File: src/rtl/alu_op_sequencer.sv
// Queues ALU commands in a small FIFO and sequences each one through an external
// combinational ALU: drive for a settling cycle, capture, then hold until accepted.
module alu_op_sequencer #(
  parameter int DEPTH = 4
) (
  input  logic        clk,
  input  logic        rst_n,
  input  logic        cmd_valid,
  output logic        cmd_ready,
  input  logic [31:0] cmd_a,
  input  logic [31:0] cmd_b,
  input  logic [3:0]  cmd_sel,
  input  logic        cmd_cin,
  output logic [31:0] alu_a,
  output logic [31:0] alu_b,
  output logic [3:0]  alu_sel,
  output logic        alu_cin,
  input  logic [31:0] alu_y,
  input  logic        alu_cout,
  input  logic        alu_neg,
  input  logic        alu_zero,
  input  logic        alu_ovf,
  output logic        res_valid,
  input  logic        res_ready,
  output logic [31:0] res_y,
  output logic        res_cout,
  output logic        res_neg,
  output logic        res_zero,
  output logic        res_ovf,
  output logic        res_err
);
  localparam int PW = $clog2(DEPTH);
  localparam logic [PW:0]   FULL_COUNT = (PW+1)'(DEPTH);
  localparam logic [PW:0]   CNT_ONE    = (PW+1)'(1);
  localparam logic [PW-1:0] PTR_ONE    = PW'(1);
  localparam logic [3:0]    OP_ADD     = 4'b0110;
  localparam logic [3:0]    OP_SUB     = 4'b0111;

  typedef struct packed {
    logic [31:0] a;
    logic [31:0] b;
    logic [3:0]  sel;
    logic        cin;
  } cmd_t;

  typedef enum logic [1:0] {IDLE, DRIVE, CAPT, HOLD} state_t;

  cmd_t          mem [DEPTH];
  logic [PW-1:0] wr_ptr;
  logic [PW-1:0] rd_ptr;
  logic [PW:0]   count;
  state_t        state;
  cmd_t          op_q;
  cmd_t          head;
  logic          push;
  logic          pop;
  logic          drive_en;

  assign cmd_ready = (count != FULL_COUNT);
  assign push      = cmd_valid && cmd_ready;
  assign pop       = (state == IDLE) && (count != '0);

  // NOTE: head is fully assigned before the conditional overrides, so no latch is inferred.
  always_comb begin
    head = mem[rd_ptr];
    // SUB runs as A + ~B + 1, so its carry is forced; only ADD honours the command's carry.
    if (head.sel == OP_SUB)      head.cin = 1'b1;
    else if (head.sel != OP_ADD) head.cin = 1'b0;
  end

  // NOTE: the storage array has no reset; an entry is only read after it has been written.
  always_ff @(posedge clk) begin
    if (push) mem[wr_ptr] <= {cmd_a, cmd_b, cmd_sel, cmd_cin};
  end

  // NOTE: sequential state uses <= so every register sees pre-edge values regardless of order.
  always_ff @(posedge clk) begin
    if (!rst_n) begin
      wr_ptr <= '0;
      rd_ptr <= '0;
      count  <= '0;
    end else begin
      if (push) wr_ptr <= wr_ptr + PTR_ONE;
      if (pop)  rd_ptr <= rd_ptr + PTR_ONE;
      case ({push, pop})
        2'b10:   count <= count + CNT_ONE;
        2'b01:   count <= count - CNT_ONE;
        default: count <= count;
      endcase
    end
  end

  always_ff @(posedge clk) begin
    if (!rst_n) begin
      state     <= IDLE;
      op_q      <= '0;
      res_valid <= 1'b0;
      res_y     <= '0;
      res_cout  <= 1'b0;
      res_neg   <= 1'b0;
      res_zero  <= 1'b0;
      res_ovf   <= 1'b0;
      res_err   <= 1'b0;
    end else begin
      case (state)
        IDLE: begin
          if (pop) begin
            op_q  <= head;
            // Illegal opcodes never touch the ALU and go straight to capture.
            state <= head.sel[3] ? CAPT : DRIVE;
          end
        end
        DRIVE: state <= CAPT;
        CAPT: begin
          res_valid <= 1'b1;
          res_err   <= op_q.sel[3];
          if (op_q.sel[3]) begin
            res_y    <= '0;
            res_cout <= 1'b0;
            res_neg  <= 1'b0;
            res_zero <= 1'b0;
            res_ovf  <= 1'b0;
          end else begin
            res_y    <= alu_y;
            res_cout <= alu_cout;
            res_neg  <= alu_neg;
            res_zero <= alu_zero;
            res_ovf  <= alu_ovf;
          end
          state <= HOLD;
        end
        HOLD: begin
          if (res_ready) begin
            res_valid <= 1'b0;
            state     <= IDLE;
          end
        end
        default: state <= IDLE;
      endcase
    end
  end

  assign drive_en = ((state == DRIVE) || (state == CAPT)) && !op_q.sel[3];
  assign alu_a    = drive_en ? op_q.a   : '0;
  assign alu_b    = drive_en ? op_q.b   : '0;
  assign alu_sel  = drive_en ? op_q.sel : '0;
  assign alu_cin  = drive_en ? op_q.cin : 1'b0;

endmodule

File: config.mk
export PLATFORM = sky130hd
export DESIGN_NAME = alu_op_sequencer
export DESIGN_NICKNAME = d
export VERILOG_FILES = /design/src/rtl/alu_op_sequencer.sv
export SDC_FILE = /design/constraint.sdc
export NUM_CORES = 1
export LEC_CHECK = 0
export BUFFER_PORTS_ARGS = -buffer_cell sky130_fd_sc_hd__buf_2
export CELL_PAD_IN_SITES_DETAIL_PLACEMENT = 1
export CELL_PAD_IN_SITES_GLOBAL_PLACEMENT = 1
export CORE_ASPECT_RATIO = 1.4
export CORE_MARGIN = 2
export CORE_UTILIZATION = 42
export CTS_CLUSTER_SIZE = 25
export DETAILED_ROUTE_END_ITERATION = 8
export PLACE_DENSITY = 0.8
export SETUP_SLACK_MARGIN = 0.5
export SKIP_CTS_REPAIR_TIMING = 1
export SYNTH_ARGS = -nofsm -noshare
export SYNTH_HDL_FRONTEND = slang
export SYNTH_SLANG_ARGS = --single-unit
File: constraint.sdc
create_clock -name clk -period 3.4 [get_ports clk]
set_input_delay 0.85 -clock clk [delete_from_list [all_inputs] [get_ports clk]]
set_output_delay 0.85 -clock clk [all_outputs]
set_load 0.03 [all_outputs]
==> impl_metrics.tcl <==
set metrics [dict create \
    maxCapViolCount 0 \
    antenna_found_initial 10 \
    r2r_cells 8 \
    ys_async_sr_fraction_pct 0 \
    critPathKind "reg2out" \
    cts-root-buf "clkbuf_16" \
    routabilityCongestion 0.713 \
    rows 81 \
    seq_area_frac_synth_pct 72.1 \
    numCtsBuffers 38 \
    outcome "finished, final reports clean" \
    nets 1310 \
    slew_headroom_pct 36.6 \
    synth_top_family_by_area "multiplexers" \
    arrival_ns 2.08 \
    cts_buffer_depth 3 \
    rsz0062_at_grt "yes" \
    drt_first_pass_iters 5 \
    synth_cell_type_count 35 \
    port_buffers 215 \
    hold_end "op_q[36]" \
    cp_num_buf_inv 3 \
    skew_ns 0.0153 \
    die_area_mm2 0.0367 \
    dp_hpwl_mm 20.6 \
    syn_area_per_cell_um2 15.2 \
    wl_per_cell_um 20.8 \
    die_w_um 163 \
    finalCritPeriodShare_pct 86.3 \
    critical_path.slowest_cell "dfxtp_2" \
    grt_max_degree 72 \
    area_growth_pct 21.1 \
    fin_area_mm2 0.0179 \
    fmax_ghz 0.341 \
    gr-usage-all-layers_pct 18.6 \
    synth_fa_ha_area_share_pct 0.813 \
    fin_hold_ws_ns 0.450 \
    critPathMaxStageDelay_ns 0.36 \
    synth_area_mm2 0.0148 \
    cts.sinks 394 \
    drt_iter0_markers 463 \
    overflow 0 \
    tns_ns 0 \
    multi_input_area_mm2 0.00389 \
    synth.mux.area_fraction_pct 10.7 \
    vias 8715 \
    cts_tree "built" \
    cp_top_family "buffers and inverters" \
    grt_pass1_wl_mm 51.8 \
    synth_compound_area_share_pct 4.39 \
    regArea_mm2 0.0107 \
    setup_ws_ns 0.466 \
    hold_path_startpoint "op_q[36]" \
    start_kind "flop" \
    synth-edff-count 276 \
    synth_warnings 0 \
    netlist_instances 972 \
    hold-path-cell-count 2 \
    r2r_slack_ns 1.00 \
    placed_cells 1604 \
    crit_path_cell_trace "inv_2 > ha_4 > nor2b_4 > buf_12 > and2_1 > clkbuf_4" \
    ant_nets 0 \
    drive_gt1_share_pct 32.0 \
    synth-simple-area-share_pct 9.70 \
    synth_ff_type "edfxtp_1" \
    irDropWorstVdd_uv 860 \
    cts.clk_slew.worst_paths_ns 0.06 \
    synth_fp_nets 1090 \
    fill_cells 3422 \
    synth-xor-area-share_pct 0.178 \
    wl_mm 35.0 \
    placed_cell_area_mm2 0.0164 \
    io_pins 217 \
    design.core.area_mm2 0.0348 \
    critPathMaxFanout 34 \
    worst_pin_slew_ns 0.951 \
    min_path_type "reg2reg" \
    via_per_inst 5.18 \
    yosys_register_bits 394 \
    final_hold_viol_count 0 \
    rr_startpoint "count[2]" \
    leakagePower_nw 6.53 \
    reg2reg_to "count[2]" \
    grt_pass1_vias 9292 \
    finalCriticalPeriod_ns 2.93 \
    end_kind "primary output" \
    die_height_um 226 \
    required_ns 2.55 \
    drc 0 \
    clkLatencyLatePin_ns 0.53 \
    setup_viol 0 \
    power_density_mw_per_mm2 847 \
    final_cells 1683 \
    initial_core_util_pct 42.5 \
    slew_violations 0 \
    htree_levels 2 \
    place_ws_ns 0.914 \
]
metrics by stage:
step	utilization (%)	power, mW
floorplan	-	9.49
global placement	47.2	10.7
detailed placement	47.2	10.9
CTS	50.6	15.0
global route	51.5	15.9
finish	51.5	15.2
kinds of logic (layout without fill, tap and decap cells):
logic type	count (synthesis)	in the layout
flip-flops	394	394
AND/OR/NAND/NOR	302	302
AO/OA/AOI/OAI	122	122
multiplexers	71	71
buffers and inverters	70	320
adder cells (fa/ha/maj)	9	9
XOR/XNOR	3	3
other	1	6
final cells by class:
class                           instances  area share [%]
Timing Repair Buffer                  240            8.54
Tap cell                              456            3.19
Inverter                               10           0.224
Multi-Input combinational cell        508            21.7
Clock buffer                           53            6.10
Clock inverter                         17           0.573
Sequential cell                       394            59.6
Antenna cell                            5          0.0699
synthesized netlist by cell type (all sizes together), types with 3 or more instances:
library cell | instances | area [µm²]
a21oi | 112 | 561
and2 | 68 | 425
and3 | 4 | 25.0
buf | 20 | 131
clkbuf | 40 | 150
dfxtp | 118 | 2360
edfxtp | 276 | 8290
ha | 8 | 100
inv | 10 | 37.5
mux4 | 69 | 1550
nand2 | 139 | 522
nand3 | 3 | 15.0
nor2 | 44 | 165
nor2b | 39 | 244
layout by cell type (no fill, tap or decap), types with 9 or more instances in the layout:
master     netlist  routed
dfxtp_1        118     114
and2_1          68      53
buf_12           0      10
nor2_1          44      44
buf_2            6     195
buf_6            4      17
a21oi_1        112     112
clkbuf_1        40      10
nor2b_1         39      37
and2_4           0      15
nand2_1        139     139
buf_4            5      13
clkinv_1         0       9
clkbuf_16        0      42
edfxtp_1       276     276
mux4_2          69      69
metal layers:
metal  track usage, %  vias to the layer above  share of wire, %
met2             34.4                      242                53
met4             6.28                       10               2.2
met3             3.73                       57               5.5
met5                0                        -              0.18
li1                 -                     3973                 -
met1             21.3                     4433                39
flip-flops by register name, summed over array words and instances (netlist names), named ones only:
register and count:
mem 276, op_q 69, res_y 32, count 3, rd_ptr 2, state 2
wr_ptr 2, res_cout 1, res_err 1, res_neg 1, res_ovf 1, res_valid 1
res_zero 1
worst max path at each step:
stage,from,to,slack (ns),cells past startpoint
after floorplan,state[1],alu_b[14],0.89,6
after global placement,state[1],alu_a[25],0.95,6
after detailed placement,state[1],alu_a[25],0.91,6
after CTS,state[1],alu_a[25],0.33,6
after global routing,state[1],alu_b[28],0.40,6
final,state[1],alu_b[28],0.47,6
worst register-to-register path, stage by stage, from the launching register on:
cell and delay [ns]:
dfxtp_1 0.42, or3b_1 0.55, nand2_1 0.13, ha_1 0.19
inv_1 0.07, fa_1 0.38, xor2_1 0.16, or3_1 0.31
a21oi_1 0.13
where the power goes:
part / switching, mW / internal, mW / total, mW
sequential: 0.533 / 5.99 / 6.52
combinational: 2.73 / 1.84 / 4.58
clock: 1.73 / 2.32 / 4.06
total: 5.00 / 10.2 / 15.2
Note: power is estimated with default switching activity, not from simulation.
